### config.mk
export PLATFORM = sky130hd
export DESIGN_NAME = text_console_writer_flat
export DESIGN_NICKNAME = d
export VERILOG_FILES = /design/src/rtl/text_console_writer_if.sv /design/src/rtl/text_console_writer.sv /design/src/flat_wrapper.sv
export SDC_FILE = /design/constraint.sdc
export NUM_CORES = 1
export LEC_CHECK = 0
export CAP_MARGIN = 20
export CORE_UTILIZATION = 35
export CTS_BUF_LIST = sky130_fd_sc_hd__clkbuf_2 sky130_fd_sc_hd__clkbuf_4 sky130_fd_sc_hd__clkbuf_8
export DETAILED_ROUTE_END_ITERATION = 6
export PLACE_DENSITY = 0.61
export SYNTH_ARGS = -nofsm -noshare
export SYNTH_HDL_FRONTEND = slang
export SYNTH_SLANG_ARGS = --single-unit
### constraint.sdc
create_clock -name i_pix_clk -period 12 [get_ports i_pix_clk]
set_input_delay 2.4 -clock i_pix_clk [delete_from_list [all_inputs] [get_ports i_pix_clk]]
set_output_delay 2.4 -clock i_pix_clk [all_outputs]
set_load 0.02 [all_outputs]
### src/rtl/text_console_writer_if.sv
// Byte-input / character-RAM-write bundle for text_console_writer.
// slave is the writer's side and master is the byte producer's side.
interface text_console_writer_if #(
  parameter int ADDR_W = 9
);
  logic [7:0]        i_data;
  logic              i_valid;
  logic              o_ready;
  logic              o_wr_en;
  logic [ADDR_W-1:0] o_wr_addr;
  logic [7:0]        o_wr_data;
  logic [4:0]        o_top_row;
  logic [ADDR_W-1:0] o_cursor_addr;

  modport master (
    output i_data, i_valid,
    input  o_ready, o_wr_en, o_wr_addr, o_wr_data, o_top_row, o_cursor_addr
  );

  modport slave (
    input  i_data, i_valid,
    output o_ready, o_wr_en, o_wr_addr, o_wr_data, o_top_row, o_cursor_addr
  );
endinterface

### src/rtl/text_console_writer.sv
// Byte-stream writer for the text screen character RAM: cursor, control codes, clears.
// TEXT_SCROLL_EN: when defined, the bottom row scrolls by rotating o_top_row; otherwise the cursor wraps to row 0.
module text_console_writer #(
  parameter int         COLS       = 25,
  parameter int         ROWS       = 18,
  parameter int         ADDR_W     = 9,
  parameter logic [7:0] BLANK_CHAR = 8'h20
) (
  input  logic                 i_pix_clk,
  input  logic                 i_reset,
  text_console_writer_if.slave bus
);
  localparam int CW    = $clog2(COLS);
  localparam int CNT_W = ADDR_W + 1;
  localparam logic [CNT_W-1:0] SCREEN_CELLS = CNT_W'(COLS * ROWS);
  localparam logic [CNT_W-1:0] LINE_CELLS   = CNT_W'(COLS);

  localparam logic [7:0] CH_BS = 8'h08;
  localparam logic [7:0] CH_LF = 8'h0A;
  localparam logic [7:0] CH_FF = 8'h0C;
  localparam logic [7:0] CH_CR = 8'h0D;

  typedef enum logic [1:0] {S_CLEAR_SCREEN, S_IDLE, S_CLEAR_LINE} state_t;

  state_t            state;
  logic [CNT_W-1:0]  cnt;
  logic [ADDR_W-1:0] clr_base;
  logic [CW-1:0]     col;
  logic [4:0]        lr;
  logic [4:0]        top_row;
  logic              ready;
  logic              wr_en;
  logic [ADDR_W-1:0] wr_addr;
  logic [7:0]        wr_data;
  logic [ADDR_W-1:0] cursor;

  logic [CW-1:0]     nxt_col;
  logic [4:0]        nxt_lr;
  logic [4:0]        nxt_top;
  logic [4:0]        clr_row;
  logic [ADDR_W-1:0] nxt_cursor;
  logic              adv;
  logic              bottom;
  logic              accept;

  // Row sums never reach 2*ROWS, so one conditional subtract is a full mod.
  function automatic logic [4:0] wrap(input logic [5:0] s);
    return (s >= 6'(ROWS)) ? 5'(s - 6'(ROWS)) : s[4:0];
  endfunction

  function automatic logic [ADDR_W-1:0] row_base(input logic [4:0] r);
    return ADDR_W'(r) * ADDR_W'(COLS);
  endfunction

  assign accept = (state == S_IDLE) && bus.i_valid;

  always_comb begin
    nxt_col = col;
    adv     = 1'b0;
    case (bus.i_data)
      CH_LF: begin
        nxt_col = '0;
        adv     = 1'b1;
      end
      CH_CR: nxt_col = '0;
      CH_BS: if (col != '0) nxt_col = col - CW'(1);
      CH_FF: nxt_col = '0;
      default: begin
        if (col == CW'(COLS - 1)) begin
          nxt_col = '0;
          adv     = 1'b1;
        end else begin
          nxt_col = col + CW'(1);
        end
      end
    endcase
    bottom  = adv && (lr == 5'(ROWS - 1));
    nxt_lr  = lr;
    nxt_top = top_row;
    clr_row = '0;
    if (adv && !bottom) begin
      nxt_lr = lr + 5'd1;
    end else if (bottom) begin
`ifdef TEXT_SCROLL_EN
      // The old top row becomes the new bottom row and must be blanked.
      nxt_top = wrap({1'b0, top_row} + 6'd1);
      clr_row = top_row;
`else
      nxt_lr  = '0;
`endif
    end
    nxt_cursor = row_base(wrap({1'b0, nxt_top} + {1'b0, nxt_lr})) + ADDR_W'(nxt_col);
  end

`ifdef TEXT_SCROLL_EN
  always_ff @(posedge i_pix_clk) begin
    if (i_reset)     top_row <= '0;
    else if (accept) top_row <= (bus.i_data == CH_FF) ? 5'd0 : nxt_top;
  end
`else
  assign top_row = '0;
`endif

  always_ff @(posedge i_pix_clk) begin
    if (i_reset) begin
      state    <= S_CLEAR_SCREEN;
      cnt      <= '0;
      clr_base <= '0;
      col      <= '0;
      lr       <= '0;
      ready    <= 1'b0;
      wr_en    <= 1'b0;
      wr_addr  <= '0;
      wr_data  <= '0;
      cursor   <= '0;
    end else begin
      wr_en <= 1'b0;
      case (state)
        S_CLEAR_SCREEN: begin
          if (cnt == SCREEN_CELLS) begin
            state  <= S_IDLE;
            ready  <= 1'b1;
            col    <= '0;
            lr     <= '0;
            cursor <= '0;
          end else begin
            wr_en   <= 1'b1;
            wr_addr <= cnt[ADDR_W-1:0];
            wr_data <= BLANK_CHAR;
            cnt     <= cnt + CNT_W'(1);
          end
        end
        S_CLEAR_LINE: begin
          if (cnt == LINE_CELLS) begin
            state <= S_IDLE;
            ready <= 1'b1;
          end else begin
            wr_en   <= 1'b1;
            wr_addr <= clr_base + cnt[ADDR_W-1:0];
            wr_data <= BLANK_CHAR;
            cnt     <= cnt + CNT_W'(1);
          end
        end
        S_IDLE: begin
          if (accept) begin
            col      <= nxt_col;
            lr       <= nxt_lr;
            cursor   <= nxt_cursor;
            clr_base <= row_base(clr_row);
            case (bus.i_data)
              CH_LF: begin
                // Cell 0 of the cleared row goes out with the accept itself.
                if (bottom) begin
                  wr_en   <= 1'b1;
                  wr_addr <= row_base(clr_row);
                  wr_data <= BLANK_CHAR;
                  cnt     <= CNT_W'(1);
                  state   <= S_CLEAR_LINE;
                  ready   <= 1'b0;
                end
              end
              CH_CR: begin
              end
              CH_BS: begin
                if (col != '0) begin
                  wr_en   <= 1'b1;
                  wr_addr <= nxt_cursor;
                  wr_data <= BLANK_CHAR;
                end
              end
              CH_FF: begin
                wr_en   <= 1'b1;
                wr_addr <= '0;
                wr_data <= BLANK_CHAR;
                cnt     <= CNT_W'(1);
                state   <= S_CLEAR_SCREEN;
                ready   <= 1'b0;
                col     <= '0;
                lr      <= '0;
                cursor  <= '0;
              end
              default: begin
                wr_en   <= 1'b1;
                wr_addr <= cursor;
                wr_data <= bus.i_data;
                if (bottom) begin
                  cnt   <= '0;
                  state <= S_CLEAR_LINE;
                  ready <= 1'b0;
                end
              end
            endcase
          end
        end
        default: state <= S_CLEAR_SCREEN;
      endcase
    end
  end

  assign bus.o_ready       = ready;
  assign bus.o_wr_en       = wr_en;
  assign bus.o_wr_addr     = wr_addr;
  assign bus.o_wr_data     = wr_data;
  assign bus.o_top_row     = top_row;
  assign bus.o_cursor_addr = cursor;
endmodule

### src/flat_wrapper.sv
// flat-port wrapper written by rule: the top's interface ports become plain ports
module text_console_writer_flat 
#(
  parameter int         COLS       = 25,
  parameter int         ROWS       = 18,
  parameter int         ADDR_W     = 9,
  parameter logic [7:0] BLANK_CHAR = 8'h20
)
  (i_pix_clk, i_reset, bus_i_data, bus_i_valid, bus_o_ready, bus_o_wr_en, bus_o_wr_addr, bus_o_wr_data, bus_o_top_row, bus_o_cursor_addr);
  text_console_writer_if #(.ADDR_W(ADDR_W)) bus_i ();
  input  logic i_pix_clk;
  input  logic i_reset;
  input wire logic [$bits(bus_i.i_data)-1:0] bus_i_data;
  input wire logic [$bits(bus_i.i_valid)-1:0] bus_i_valid;
  output wire logic [$bits(bus_i.o_ready)-1:0] bus_o_ready;
  output wire logic [$bits(bus_i.o_wr_en)-1:0] bus_o_wr_en;
  output wire logic [$bits(bus_i.o_wr_addr)-1:0] bus_o_wr_addr;
  output wire logic [$bits(bus_i.o_wr_data)-1:0] bus_o_wr_data;
  output wire logic [$bits(bus_i.o_top_row)-1:0] bus_o_top_row;
  output wire logic [$bits(bus_i.o_cursor_addr)-1:0] bus_o_cursor_addr;
  assign bus_i.i_data = bus_i_data;
  assign bus_i.i_valid = bus_i_valid;
  assign bus_o_ready = bus_i.o_ready;
  assign bus_o_wr_en = bus_i.o_wr_en;
  assign bus_o_wr_addr = bus_i.o_wr_addr;
  assign bus_o_wr_data = bus_i.o_wr_data;
  assign bus_o_top_row = bus_i.o_top_row;
  assign bus_o_cursor_addr = bus_i.o_cursor_addr;
  text_console_writer #(.COLS(COLS), .ROWS(ROWS), .ADDR_W(ADDR_W), .BLANK_CHAR(BLANK_CHAR)) u_core (.i_pix_clk(i_pix_clk), .i_reset(i_reset), .bus(bus_i));
endmodule
==> metrics <==
max cap viols=0; port bufs=38; sequential cell fraction of total power=0.392; worst-case vdd ir drop=0.0702 mV; Hold Path Class=register to register; Worst EP arrival=8020 ps; worst clock skew=6.04 ps; Die H=102 um; # clock sinks=50; R2R cell count=22; worst hold slack=452 ps; layout cells sized above 1=0.0538; cell repeated most along the worst path=ha_1; Ys Warns=0; Pwr Density=125 nW/um^2; Sw Share=0.375; metal2 WL=4.07 mm; status=complete, but fails checks; Initial Util=0.358; grt ovf=0; gpl congestion=0.813; setup bufs post-CTS=0; Final ANT Viol Nets=0; clk root buf=clkbuf_8; fill cell count=1,019; CP bufs+invs=3; max layer used=met4; synthesized instance count=438; NetSw=191 uW; Hold Fails Final Rpt=0; Crit. End Element=register; First-pass DRT Iterations=7; critical path type=input port to register; Slowest cell on crit path=clkdlybuf4s50_1; drt wl/cell=15.1 um; fmax=128 MHz; Worst-path clk slew=90 ps; final setup fails=0; Antenna diodes=0; Core ar.=9730 sq um; area grow syn2layout=16.4%; failing checks=DRC; Main synth FF type=dfxtp_1; Tmin final=7820 ps; wire length on met1=4.37 mm; placed cell area=3950 sq um; Final HPWL DP=6.48 mm; drc violations=1; Nets=512; setup total negative slack=0 ps; relative slew slack=0.278; unrepaired setup endpoints after global routing=false; Worst Path Required=12,200 ps; DR vias/cell=5.46; slew at the pin closest to its max-slew limit=1070 ps; initial antenna violation count=0; Vias=3,267; power share of the clock group=0.242; Stages on worst setup path=23; max-slew violation count=0; P_int=317 uW; final total power=508 uW; number of synthesized flops with an enable pin=0; drt initial violations=156; final WL=9.04 mm; final cell area excluding filler cells=4060 sq um; Row Count=36; Final period util=0.651; WL met3=445 um; Die Wd=102 um; GR Util All Layers=0.177; CP delay by family, top=compound AO/OA/AOI/OAI gates; clock latency on the worst-skew pair=300 ps; hold depth=2; slowest stage delay, CP=720 ps; Worst Path Max Fanout=10; Syn Std Cell Area=3490 sq um; largest net degree at the start of global routing=43; post-synth cell types=64; cts repair resizes=0; register bit count reported by yosys=50; Inserted Clock Buffers=5; leakage=0.00161 uW; CTS tree=done; Post-synth ARST share=0; I/O Pins=44; crit-path cells=clkdlybuf4s50_1, nor4b_1, a22o_2, nor2_4, nor3_1, a21oi_1, ha_1, nand2_1, a221oi_1, o32ai_1, ha_1, ha_1, inv_1, fa_1, inv_1, ha_1, o21a_1, o31a_1, o21ai_0, nand2b_1, xnor2_1, a21oi_1, o41ai_1; H-Tree Depth=2; post-synthesis sequential area ratio=0.287; Bufs on Longest Clock Path=2; startpoint types=input port; global-route wire length before repair=14.5 mm; Avg Cell Area, Syn=7.96 sq um; Combinational Power Share=0.366; Die ar.=10,400 sq um; cts hold-fix bufs=0; vias in the first global route=3,011
## state kept, by name (all words and copies together) (netlist names)
signal and count:
u_core.bus.o_ready 1, u_core.lr 5, u_core.bus.o_wr_en 1, u_core.bus.o_cursor_addr 9
u_core.state 2, u_core.col 5, u_core.bus.o_wr_addr 9, u_core.bus.o_wr_data 8
u_core.cnt 10
## layout by cell type, fill, tap and decap left out, types with 3 or more instances in the layout
| master | instances |
|---|---|
| dfxtp_1 | 50 |
| nor3_1 | 13 |
| o22ai_1 | 4 |
| conb_1 | 5 |
| a22oi_1 | 7 |
| clkdlybuf4s50_1 | 38 |
| fa_1 | 3 |
| mux2i_1 | 3 |
| nand2b_1 | 3 |
| inv_1 | 20 |
| xnor2_1 | 4 |
| nand3b_1 | 3 |
| ha_1 | 34 |
| nor4b_1 | 4 |
| or2_2 | 3 |
| clkbuf_8 | 5 |
| a21oi_1 | 42 |
| a311oi_1 | 5 |
| nand2_1 | 36 |
| nor2_1 | 54 |
| a31oi_1 | 4 |
| nor2b_1 | 5 |
| nand4_1 | 6 |
| buf_4 | 5 |
| nand3_1 | 21 |
| and3_1 | 8 |
| xor2_1 | 14 |
| o21ai_0 | 12 |
| a21o_1 | 3 |
## synth_stat cells (all sizes together) (2+ instances only)
master	count	area, sq um
o21ai	14	70.1
a22o	2	18.8
nor3	13	65.1
mux2i	3	30.0
a22oi	8	65.1
a311oi	5	43.8
nand2	36	135
xor2	14	123
nand4	6	37.5
nand3	21	105
o311ai	2	17.5
o221ai	2	17.5
buf	12	81.3
o21bai	2	15.0
o22ai	4	25.0
nand3b	3	22.5
and3	8	50.1
nor2b	5	31.3
xnor2	4	35.0
a211oi	2	15.0
clkbuf	16	60.1
a32o	2	20.0
fa	3	60.1
nor4b	5	50.0
nor2	55	214
a2bb2oi	2	17.5
a21oi	42	210
o31a	2	17.5
a21o	3	22.5
o211ai	2	15.0
or3	2	12.5
inv	20	75.1
and2	2	12.5
a31oi	4	25.0
dfxtp	50	1000
nor4	2	12.5
nand2b	3	18.8
or2	3	18.8
mux2	2	22.5
ha	34	425
o21a	2	15.0
## tightest hold or removal path, cell delays in order (launching register included)
cell and delay [ps]:
dfxtp_1 320, nand2_1 50, a21oi_1 50
## power by group through the flow
stage | Sequential [uW] | Combinational [uW] | Clock, uW
2_1_floorplan | 215 | 110 | 0
3_3_place_gp | 204 | 182 | 0
3_5_place_dp | 203 | 184 | 0
4_1_cts | 199 | 185 | 126
5_1_grt | 203 | 206 | 132
6_report | 199 | 186 | 123
## kinds of logic (layout without fill, tap and decap cells)
family / count (synthesis) / after routing / synth area share
other: 1 / 5 / 0.00108
XOR/XNOR: 18 / 18 / 0.0452
adder cells (fa/ha/maj): 37 / 37 / 0.139
multiplexers: 5 / 5 / 0.0151
AND/OR/NAND/NOR: 170 / 170 / 0.242
buffers and inverters: 48 / 71 / 0.0621
flip-flops: 50 / 50 / 0.287
AO/OA/AOI/OAI: 109 / 109 / 0.208
## per-stage QoR
stage / cells / util / setup WS, ps
2_1_floorplan: 442 / - / 4850
3_5_place_dp: 590 / 0.405 / 3890
3_3_place_gp: 590 / 0.405 / 4100
6_report: 598 / 0.417 / 4180
4_1_cts: 598 / 0.417 / 4200
5_1_grt: 598 / 0.417 / 3730
## final timing paths
kind	start	to	slack, ps
max	bus_i_data[1]	u_core.bus.o_wr_addr[8]$_SDFFE_PP0P_	4180
min	u_core.bus.o_wr_data[2]$_SDFFE_PP0P_	u_core.bus.o_wr_data[2]$_SDFFE_PP0P_	450
max reg2reg	u_core.col[1]$_SDFFE_PP0P_	u_core.bus.o_wr_addr[8]$_SDFFE_PP0P_	6300
min reg2reg	u_core.bus.o_wr_data[2]$_SDFFE_PP0P_	u_core.bus.o_wr_data[2]$_SDFFE_PP0P_	450
## cell type report
cell class                 count  area, sq um  share of cell area
clock buffer                   6         76.3              0.0188
clock inverter                 2         37.5             0.00925
inverter                      20         75.1              0.0185
multi-input combinational    344         2280               0.563
sequential                    50         1000               0.247
tap                          133          166              0.0410
timing repair buffer          43          418               0.103
## routing by layer
metal  GRT usage  vias up
met5           0        -
met4      0.0560        0
met3      0.0294       14
met2       0.284      101
met1       0.243     1536
li1            -     1616
Power figures use the tool's default switching activity.
